<file path="src/rtl/seg_scan_decoder.sv">
// seg_scan_decoder
//   Receive-side decoder for a multiplexed 7-segment display bus. Samples the
//   active-low digit select (SA) and segment (LED) buses on each ENABLE strobe,
//   accepts a digit slot once its pattern has been stable for STABLE_CNT
//   strobes, decodes it back to BCD and publishes a 4-digit frame once all four
//   slots have been captured. An incomplete frame is abandoned after TIMEOUT
//   strobes.
//
//   Optional feature macro: SEG_ALT_GLYPH_EN
//     defined   - alternate glyphs 7C->6, 27->7, 67->9 decode without error
//     undefined - those glyphs decode to 4'hE and flag SEG_ERR
//
// Ports:
//   CLK          system clock
//   RESET        synchronous, active-high reset
//   ENABLE       one-CLK sample strobe; all state advances only when high
//   SA[3:0]      digit select, one-hot active-low, SA[0] = slot 0 (rightmost)
//   LED[7:0]     segments, active-low, LED[0]=a .. LED[6]=g, LED[7]=dp
//   DIGITS[15:0] captured frame, DIGITS[4k+3:4k] = slot k
//   FRAME_VALID  one-CLK pulse when DIGITS updates
//   SEG_ERR      frame held an undecodable glyph; updated with FRAME_VALID
//   STALL        one-CLK pulse when an incomplete frame times out

module seg_scan_decoder #(
   parameter int unsigned STABLE_CNT = 3,
   parameter int unsigned TIMEOUT    = 4095
) (
   input  logic        CLK,
   input  logic        RESET,
   input  logic        ENABLE,
   input  logic [3:0]  SA,
   input  logic [7:0]  LED,
   output logic [15:0] DIGITS,
   output logic        FRAME_VALID,
   output logic        SEG_ERR,
   output logic        STALL
);

   localparam logic [3:0]  StableCnt = 4'(STABLE_CNT);
   localparam logic [11:0] Timeout   = 12'(TIMEOUT);

   logic [3:0]  last_sa_q;
   logic [7:0]  last_led_q;
   logic [3:0]  stab_q, stab_d;
   logic [3:0]  mask_q, mask_d;
   logic [15:0] slots_q, slots_d;
   logic        pend_err_q, pend_err_d;
   logic [11:0] tout_q, tout_d;
   logic [15:0] digits_q, digits_d;
   logic        valid_q, valid_d;
   logic        seg_err_q, seg_err_d;
   logic        stall_q, stall_d;

   logic [3:0]  sel;
   logic        one_hot;
   logic        same;
   logic        accept;
   logic [3:0]  dec_val;
   logic        dec_err;

   // Segment glyph to BCD; blank decodes to F without error.
   always_comb begin
      dec_err = 1'b0;
      unique case (~LED[6:0])
         7'h3F:   dec_val = 4'h0;
         7'h06:   dec_val = 4'h1;
         7'h5B:   dec_val = 4'h2;
         7'h4F:   dec_val = 4'h3;
         7'h66:   dec_val = 4'h4;
         7'h6D:   dec_val = 4'h5;
         7'h7D:   dec_val = 4'h6;
         7'h07:   dec_val = 4'h7;
         7'h7F:   dec_val = 4'h8;
         7'h6F:   dec_val = 4'h9;
         7'h00:   dec_val = 4'hF;
`ifdef SEG_ALT_GLYPH_EN
         7'h7C:   dec_val = 4'h6;
         7'h27:   dec_val = 4'h7;
         7'h67:   dec_val = 4'h9;
`endif
         default: begin
            dec_val = 4'hE;
            dec_err = 1'b1;
         end
      endcase
   end

   assign sel     = ~SA;
   assign one_hot = (sel != 4'h0) && ((sel & (sel - 4'd1)) == 4'h0);
   assign same    = ({SA, LED} == {last_sa_q, last_led_q});

   always_comb begin
      stab_d     = stab_q;
      mask_d     = mask_q;
      slots_d    = slots_q;
      pend_err_d = pend_err_q;
      tout_d     = tout_q;
      digits_d   = digits_q;
      seg_err_d  = seg_err_q;
      valid_d    = 1'b0;
      stall_d    = 1'b0;
      accept     = 1'b0;
      if (ENABLE) begin
         if (same) begin
            stab_d = (stab_q == 4'hF) ? 4'hF : stab_q + 4'd1;
         end else begin
            stab_d = 4'd1;
         end
         // Accept only on the strobe where the count first hits StableCnt; the
         // extra term matters only when the count sits saturated at 15.
         accept = (stab_d == StableCnt) && !(same && (stab_q == StableCnt)) &&
                  one_hot && ((mask_q & sel) == 4'h0);
         if (accept) begin
            for (int k = 0; k < 4; k++) begin
               if (sel[k]) slots_d[4*k +: 4] = dec_val;
            end
            mask_d     = mask_q | sel;
            pend_err_d = pend_err_q | dec_err;
         end
         if (accept && (mask_d == 4'hF)) begin
            // Completion wins over a timeout on the same strobe.
            digits_d   = slots_d;
            seg_err_d  = pend_err_d;
            valid_d    = 1'b1;
            mask_d     = 4'h0;
            pend_err_d = 1'b0;
            tout_d     = 12'd0;
         end else if (mask_q != 4'h0) begin
            tout_d = tout_q + 12'd1;
            if (tout_d == Timeout) begin
               stall_d    = 1'b1;
               mask_d     = 4'h0;
               pend_err_d = 1'b0;
               tout_d     = 12'd0;
            end
         end
      end
   end

   always_ff @(posedge CLK) begin
      if (RESET) begin
         last_sa_q  <= 4'hF;
         last_led_q <= 8'hFF;
         stab_q     <= 4'd0;
         mask_q     <= 4'h0;
         slots_q    <= 16'hFFFF;
         pend_err_q <= 1'b0;
         tout_q     <= 12'd0;
         digits_q   <= 16'hFFFF;
         valid_q    <= 1'b0;
         seg_err_q  <= 1'b0;
         stall_q    <= 1'b0;
      end else begin
         if (ENABLE) begin
            last_sa_q  <= SA;
            last_led_q <= LED;
         end
         stab_q     <= stab_d;
         mask_q     <= mask_d;
         slots_q    <= slots_d;
         pend_err_q <= pend_err_d;
         tout_q     <= tout_d;
         digits_q   <= digits_d;
         valid_q    <= valid_d;
         seg_err_q  <= seg_err_d;
         stall_q    <= stall_d;
      end
   end

   assign DIGITS      = digits_q;
   assign FRAME_VALID = valid_q;
   assign SEG_ERR     = seg_err_q;
   assign STALL       = stall_q;

endmodule

</file>
<file path="config.mk">
export PLATFORM = sky130hd
export DESIGN_NAME = seg_scan_decoder
export DESIGN_NICKNAME = d
export VERILOG_FILES = /design/src/rtl/seg_scan_decoder.sv
export SDC_FILE = /design/constraint.sdc
export NUM_CORES = 1
export LEC_CHECK = 0
export BUFFER_PORTS_ARGS = -buffer_cell sky130_fd_sc_hd__buf_2
export CAP_MARGIN = 10
export CELL_PAD_IN_SITES_DETAIL_PLACEMENT = 1
export CELL_PAD_IN_SITES_GLOBAL_PLACEMENT = 1
export CORE_MARGIN = 10
export CORE_UTILIZATION = 45
export CTS_BUF_LIST = sky130_fd_sc_hd__clkbuf_4 sky130_fd_sc_hd__clkbuf_8 sky130_fd_sc_hd__clkbuf_16
export DETAILED_ROUTE_END_ITERATION = 7
export PLACE_DENSITY = 0.82
export SLEW_MARGIN = 20
export SYNTH_ARGS = -nofsm -noshare
export SYNTH_HDL_FRONTEND = slang
export SYNTH_SLANG_ARGS = --single-unit
</file>
<file path="constraint.sdc">
create_clock -name CLK -period 5 [get_ports CLK]
set_clock_uncertainty 0.05 [all_clocks]
set_input_delay 1.5 -clock CLK [delete_from_list [all_inputs] [get_ports CLK]]
set_output_delay 1.5 -clock CLK [all_outputs]
set_load 0.1 [all_outputs]
</file>
Word level (Yosys, flattened, before mapping) --
Cells that the tools add are included.
Word-level totals: input bits 15, flip-flop bits (word level) 68, output and inout bits 19, word-level logic and storage cells 80
Cells by class: bitwise operators 8, add/subtract/negate cells 3, equal/unequal tests 16, reductions and logical operators 18, multiplexer cells 24
Operators with widths (count):
- $eq 7x7->1 const B | 7
- $mux 4 | 12
- $pmux 4 s11 | 1
- $mux 12 | 3
- $mux 16 | 1
- $eq 7x3->1 const B | 2
- $add 12x1->12 const B | 1
- $eq 12x12->1 | 1
- $eq 12x12->1 const B | 1
- $reduce_or 11->1 | 1
- $and 4x4->4 | 2
- $eq 4x2->1 const B | 2
- $eq 4x4->1 const B | 2
- $logic_not 4->1 | 2
- $reduce_bool 4->1 | 2
- $eq 7x6->1 const B | 1
- $logic_not 7->1 | 1
- $mux 1 | 7
- $not 7->7 | 1
- $logic_and 1x1->1 | 6
- $add 4x1->4 const B | 1
- $not 4->4 | 1
- $or 4x4->4 | 1
- $reduce_and 2->1 | 2
- other kinds (7) | 8

Logic depth before layout (Yosys ltp) --
Gate-level depths: netlist of run 1.
word-level depth 14, depth in mapped cells 9, depth with buffers taken out 7

Least setup slack after synthesis of run 1 --
No wires, ideal clock.
kind input-to-reg, start input SA[0], end register digits_q[13] (netlist: DIGITS[13]), stages 7, slack 1.773 ns, library setup time 0.135 ns, arrival 3.042 ns, data required time 4.815 ns, path buffers 1, cell sequence buf_4 xor2_1 nor4_1 nand3_1 nor3_2 mux2i_1 a22oi_1
Between the ends: word-level cells in the longest chain between the ends 12, elaborated cells on any way between the ends 24
Ends and longest elaborated chain:
- start, declared | line 31 | input logic [3:0] SA,
- $not 4->4 / $eq 12x12->1 (equally long branches) | line 88, 90
- $sub 4x1->4 / $mux 4 (equally long branches) | line 89, 104
- $and 4x4->4 / $mux 4 (equally long branches) | line 89, 103
- $logic_not 4->1 / $eq 4x2->1 (equally long branches) | line 89, 111
- $logic_and 1x1->1, on equally long branches | line 89, 111
- $logic_and 1x1->1 | line 111 | accept = (stab_d == StableCnt) && !(same && (stab_q == StableCnt)) &&
- $logic_and 1x1->1 | line 112 | one_hot && ((mask_q & sel) == 4'h0);
- $mux 4 | line 113 | if (accept) begin
- $mux 4 | line 103 | if (ENABLE) begin
- $eq 4x4->1 | line 120 | if (accept && (mask_d == 4'hF)) begin
- $logic_and 1x1->1 | line 120
- $reduce_and 2->1 (no line)
- end signal, assigned | line 163 | digits_q <= digits_d;
- end, declared | line 49 | logic [15:0] digits_q, digits_d;
Several ways; a longest one is shown, not always the timed one. The select of a mux whose other input is x is not followed. A chain may end at the register's enable or synchronous reset.

Worst setup path in the final report of run 1 --
start input LED[5], end register tout_q[5]
Between the ends: word-level cells in the longest chain between the ends 13, elaborated cells on any way between the ends 16
Ends and longest elaborated chain:
- start, declared | line 32 | input logic [7:0] LED,
- $eq 12x12->1 (*) | line 90 | assign same = ({SA, LED} == {last_sa_q, last_led_q});
- $mux 4 | line 104 | if (same) begin
- $mux 4 | line 103
- $eq 4x2->1 | line 111
- $logic_and 1x1->1 (*) (2 in series) | line 111
- $logic_and 1x1->1 (*) | line 112
- $mux 4 | line 113
- $mux 4 | line 103
- $eq 4x4->1 | line 120
- $logic_and 1x1->1 (*) | line 120
- $reduce_bool 2->1 (no line)
- $reduce_and 2->1 (no line)
- end signal, assigned | line 162 | tout_q <= tout_d;
- end, declared | line 48 | logic [11:0] tout_q, tout_d;
Mark *: on every way between the ends. The rest lies on a longest branch, timed or not. The select of a mux whose other input is x is not followed.

==> out/metrics.yaml, run 1 <==
power:
  power_frac_comb: 0.073
  p_sw_frac: 0.2692
  power.density_nw_per_um2: 275.8
  clkPwrFrac: 0.426
  cellInternalPower_mw: 0.8187
  p_sw_mw: 0.3016
  seqPwrFrac: 0.501
  power_leakage_nw: 1.521
  ir_drop_v: 0.0001128
floorplan:
  die_w_um: 111.1
  dieArea_um2: 12350
  io_pins: 34
  row_count: 33
  core_um2: 8134
  initial_utilization: 0.4595
  die_y_um: 111.1
sta:
  whs_ps: 430.2
  layout_min_cycle_time_ps: 3430
  fmaxAchievable_mhz: 291.6
  rsz0062_at_grt: "no"
  slew_headroom: 0.5508
  timing.final.crit_share: 0.6859
  worstMarginPinSlew_ps: 673.8
  setup_viol: 0
  slew_viol_final: 0
  timing.final.ws_setup_ps: 1570
  timing.final.hold_violations: 0
  fin_tns_setup_ps: 0
clock_network:
  worstSkewPairLatency_ps: 340
  root_buffer: "clkbuf_8"
  clock_path_buffers: 2
  cts-buffers-inserted: 9
  cts_tree: "yes"
  post_cts_resized: 0
  clkTransAtPathRegs_ps: 80
  htreeDepth: 3
  cts_sinks: 68
  cts_setup_buffers: 0
  hold_buffers: 0
hold_path:
  hp-class: "register to register"
synthesis:
  synth.avg_cell_area_um2: 8.631
  synth_area_um2: 3737
  synthesis.nets: 451
  synth_ff_type: "dfxtp_1"
  synthArstFlopShare: 0
  synth_cell_type_count: 69
  synth_edf_count: 0
  seq_area_frac_synth: 0.3642
  yosys_warnings: 0
  syn_inst: 433
  ys_ff_latch: 68
worst_setup_path:
  crit_arrival_ps: 3570
  crit_slowest_cell: "nand3_1"
  critPathCaptureType: "register"
  startpoint_type: "primary input"
  path_max_fanout: 14
  path_cells: "buf_2 -> xor2_1 -> nor4_1 -> and3_1 -> nand3_1 -> a22oi_1 -> a21oi_1"
  worstSetupPathType: "primary input to register"
  slowest_delay_ps: 550
  worst_ep_required_time_ps: 5140
global_route:
  groute.usage.overall: 0.1591
  grt_pass1_vias: 3311
  antenna_found_initial: 0
  grt_max_degree: 34
  grt_pass1_wl_mm: 16.77
  grt-ovfl-total: 0
finish:
  layout_common_cells: "68 x dfxtp_1, 51 x nand2_1, 37 x mux2i_1"
  final_nets: 464
  final_layout_size_suffix_gt1_frac: 0.1663
  nFillCells: 980
  layout_commonest_cell: "dfxtp_1"
  diodes: 0
  syn2layout_area_growth_pct: 8.704
place:
  place_congestion: 0.9173
  hpwl_mm: 7.038
  io_buffers: 33
  pre_cts_ws_ps: 1222
route:
  vias_per_cell: 5.829
  drt-met1-wl_mm: 4.772
  wirelength_mm: 9.740
  routed.top_layer: "met4"
  drc: 0
  drt.antenna.violating_nets: 0
  drtIter0Drc: 133
  num_vias: 3241
  routed-wl-met2_mm: 4.567
  wl_met3_um: 291
  wire_per_inst_um: 17.52
  first_pass_iters: 4
status:
  outcome: "finished clean"
flow_run:
  cap_violations: 0
==> final timing paths <==
path | startpoint | end | slack, ps | depth (start not counted)
worst min-delay path | slots_q[8] | slots_q[8] | 430 | 2
worst max-delay path | LED[5] | tout_q[5] | 1570 | 7
worst min register to register | slots_q[8] | slots_q[8] | 430 | 2
worst max register to register | tout_q[1] | mask_q[3] | 2130 | 7
==> metrics by stage <==
stage / util / total power [mW] / instances / area (um2)
after floorplan: - / 0.6368 / 433 / 3737
after global placement: 0.4742 / 0.6517 / 540 / 3857
after detailed placement: 0.4742 / 0.6555 / 540 / 3857
after CTS: 0.4995 / 1.130 / 556 / 4063
after global routing: 0.4995 / 1.170 / 556 / 4063
final: 0.4995 / 1.120 / 556 / 4063
==> critical path, delay by kind of cell <==
family | cells | cell delay, ps
and+or+nand+nor | 3 | 1320
AOI/OAI and AO/OA | 2 | 430
buffers and inverters | 1 | 160
xor gates and xnor gates | 1 | 160
==> flip-flops by register name, indices dropped and copies added, names as in the netlist <==
name,flops
tout_q,12
slots_q,16
stab_q,4
last_led_q,8
mask_q,4
SEG_ERR,1
FRAME_VALID,1
last_sa_q,4
STALL,1
DIGITS,16
pend_err_q,1
==> cell usage after synthesis (3+ instances only) <==
library cell | count | area (um2)
a21boi_1 | 3 | 22.52
a21oi_1 | 25 | 125.1
a22o_1 | 3 | 26.28
a22oi_1 | 8 | 60.06
and3_1 | 4 | 25.02
buf_2 | 7 | 35.03
buf_4 | 3 | 22.52
buf_6 | 6 | 67.56
clkbuf_1 | 16 | 60.06
dfxtp_1 | 68 | 1361
ha_1 | 3 | 37.54
inv_1 | 7 | 26.28
mux2i_1 | 37 | 370.4
nand2_1 | 51 | 191.4
nand2b_1 | 9 | 56.30
nand3_1 | 14 | 70.07
nand3b_1 | 3 | 22.52
nand4_1 | 6 | 37.54
nand4b_1 | 4 | 35.03
nor2_1 | 25 | 93.84
nor2b_1 | 5 | 31.28
nor3_1 | 11 | 55.05
nor3_2 | 4 | 40.04
nor4_1 | 10 | 62.56
o211ai_1 | 11 | 82.58
o211ai_2 | 3 | 37.54
o21ai_0 | 5 | 25.02
o21ai_1 | 17 | 85.08
xor2_1 | 13 | 113.9
==> cell families after synthesis <==
family                   synth area share
AO/OA/AOI/OAI                      0.1771
buffers and inverters             0.06227
adder cells (fa/ha/maj)           0.01004
flip-flops                         0.3642
multiplexers                      0.09910
XOR/XNOR                          0.03716
AND/OR/NAND/NOR                    0.2501
==> area by class of cell <==
type | instances | area, um2 | share of cell area
clock buffer | 9 | 123.9 | 0.03049
clock inverter | 7 | 81.33 | 0.02002
inverter | 7 | 26.28 | 0.006468
multi-input combinational | 323 | 2143 | 0.5276
sequential | 68 | 1361 | 0.3351
tap | 105 | 131.4 | 0.03234
timing repair buffer | 37 | 195.2 | 0.04804
==> layer usage <==
layer | up-vias | GRT usage
li1 | 1603 | -
met1 | 1578 | 0.2089
met2 | 50 | 0.2512
met3 | 10 | 0.02922
met4 | 0 | 0.06170
met5 | - | 0
==> power groups by stage <==
stage | combinational, mW | clock [mW] | sequential, mW
after global routing | 0.0910 | 0.516 | 0.563
final | 0.0815 | 0.477 | 0.562
after global placement | 0.0783 | 0 | 0.573
after detailed placement | 0.0814 | 0 | 0.574
after floorplan | 0.0691 | 0 | 0.568
after CTS | 0.0818 | 0.487 | 0.561
(Power assumes the default switching activity.)
==> run 2: changes to the inputs <==
clock period = 3.5 ns   (was 5 ns; I/O delays follow)
==> out/metrics.yaml, run 2 (same netlist as run 1, synthesis figures left out) <==
worst_setup_path:
  path_delay_family: "simple AND/OR/NAND/NOR gates"
  startpoint_type: "primary input"
  crit_buf_inv: 1  # unchanged
  r2r_cells: 7  # unchanged
  slowest_delay_ps: 550  # about the same
  r2r_end: "mask_q[2]"
  crit_slowest_cell: "nor3_2"
  path_cells: "buf_2 -> xor2_1 -> nor4_1 -> nand3_1 -> nor3_2 -> mux2i_1 -> a22oi_1"
  crit_arrival_ps: 3050  # -520 ps
  worstSetupPathType: "primary input to register"
  path_depth: 7  # unchanged
  path_max_fanout: 8  # -6
  r2r_setup_slack_ps: 680  # -1450 ps
  critPathCaptureType: "register"
  timing.rr.start: "tout_q[0]"
  worst_ep_required_time_ps: 3680  # -1460 ps
route:
  drtIter0Drc: 119  # -11%
  drt.antenna.violating_nets: 0  # unchanged
  num_vias: 3282  # +1.3%
  vias_per_cell: 5.861  # +0.54%
  drc: 0  # unchanged
  first_pass_iters: 4  # unchanged
  wire_per_inst_um: 18.00  # +2.7%
  wirelength_mm: 10.08  # +3.5%
place:
  pre_cts_ws_ps: 304.6  # -917.6 ps
  hpwl_mm: 7.144  # +1.5%
  place_congestion: 0.8327  # -9.2%
  io_buffers: 33  # unchanged
global_route:
  grt_pass1_wl_mm: 17.12  # +2.1%
  grt-ovfl-total: 0  # unchanged
  grt_max_degree: 33  # -2.9%
  grt_pass1_vias: 3371  # +1.8%
  groute.usage.overall: 0.1631  # +0.004003
  antenna_found_initial: 0  # unchanged
power:
  p_sw_mw: 0.4258  # +41%
  power_frac_comb: 0.073  # about the same
  power.density_nw_per_um2: 404.4  # +47%
  power_leakage_nw: 1.541  # +1.3%
  p_sw_frac: 0.2561  # -0.01308
  seqPwrFrac: 0.483  # -0.018
  clkPwrFrac: 0.444  # +0.018
  ir_drop_v: 0.0001884  # +67%
  cellInternalPower_mw: 1.237  # +51%
finish:
  syn2layout_area_growth_pct: 10.01
  final_nets: 468  # +0.86%
  diodes: 0  # unchanged
  layout_commonest_cell: "dfxtp_1"
  layout_common_cells: "68 x dfxtp_1, 51 x nand2_1, 37 x mux2i_1"
  final_layout_size_suffix_gt1_frac: 0.1736  # +0.007329
clock_network:
  cts_tree: "yes"
  worstSkewPairLatency_ps: 360  # +20 ps
  htreeDepth: 3  # unchanged
  cts_sinks: 68  # unchanged
  cts-buffers-inserted: 9  # unchanged
  hold_buffers: 0  # unchanged
  clock_path_buffers: 2  # unchanged
  clkTransAtPathRegs_ps: 70  # about the same
  cts_setup_buffers: 0  # unchanged
  root_buffer: "clkbuf_8"
  post_cts_resized: 0  # unchanged
sta:
  fin_tns_setup_ps: 0  # unchanged
  rsz0062_at_grt: "no"
  timing.final.hold_violations: 0  # unchanged
  setup_viol: 0  # unchanged
  slew_viol_final: 0  # unchanged
  fmaxAchievable_mhz: 348.7
  worstMarginPinSlew_ps: 691.1  # +17.36 ps
  timing.final.crit_share: 0.8194
  layout_min_cycle_time_ps: 2868
  timing.final.ws_setup_ps: 631.9  # -938.3 ps
  slew_headroom: 0.5372  # -0.01360
hold_path:
  hold-path-endpoint: "DIGITS[11]"
  min_from: "DIGITS[11]"
  hp-class: "register to register"
  hold_depth: 2  # unchanged
flow_run:
  cap_violations: 0  # unchanged
floorplan:
  die_w_um: 111.1  # unchanged
  row_count: 33  # unchanged
  dieArea_um2: 12350  # unchanged
  die_y_um: 111.1  # unchanged
  initial_utilization: 0.4595  # unchanged
  core_um2: 8134  # unchanged
  io_pins: 34  # unchanged
status:
  outcome: "finished clean"
-- run 2: cell type report --
class | instances | area [um2]
sequential | 68 | 1361
tap | 105 | 131.4
inverter | 7 | 26.28
clock inverter | 7 | 100.1
fill | 976 | 4023
timing repair buffer | 41 | 225.2
clock buffer | 9 | 123.9
multi-input combinational | 323 | 2143
-- run 2: routing by layer --
metal,share of wire,GRT usage,up-vias
li1,-,-,1601
met1,0.48,0.2068,1591
met2,0.47,0.2630,74
met3,0.039,0.03680,16
met4,0.015,0.05998,0
met5,0,0,-
-- run 2: worst max path at each step --
stage | start | to | slack, ps
floorplan | SA[0] | DIGITS[13] | 720
finish | SA[0] | DIGITS[9] | 630
global placement | LED[5] | DIGITS[9] | 290
detailed placement | LED[5] | DIGITS[9] | 300
CTS | LED[3] | DIGITS[13] | 680
global route | LED[3] | DIGITS[9] | 470
-- run 2: worst register-to-register path: stages (launching register included) --
cell	delay [ps]
dfxtp_1	470
ha_1	370
inv_1	150
or3_1	380
a221oi_2	360
or3b_1	420
o311a_1	350
a21boi_1	150
-- run 2: through the flow --
step	cell area, um2	utilization	std cells	power, mW	hold WS (ps)
final	4111	0.5055	560	1.663	429.7
after global routing	4111	0.5055	560	1.724	457.3
after CTS	4111	0.5055	560	1.676	431.4
after detailed placement	3887	0.4779	544	0.9406	413.3
after global placement	3887	0.4779	544	0.9355	404.3
after floorplan	3737	-	433	0.9098	394.9
-- run 2: power by group through the flow --
stage	Combinational (mW)	Sequential, mW	Clock (mW)
finish	0.121	0.802	0.739
CTS	0.121	0.802	0.752
detailed placement	0.120	0.820	0
global placement	0.116	0.820	0
floorplan	0.0987	0.811	0
global route	0.134	0.805	0.785
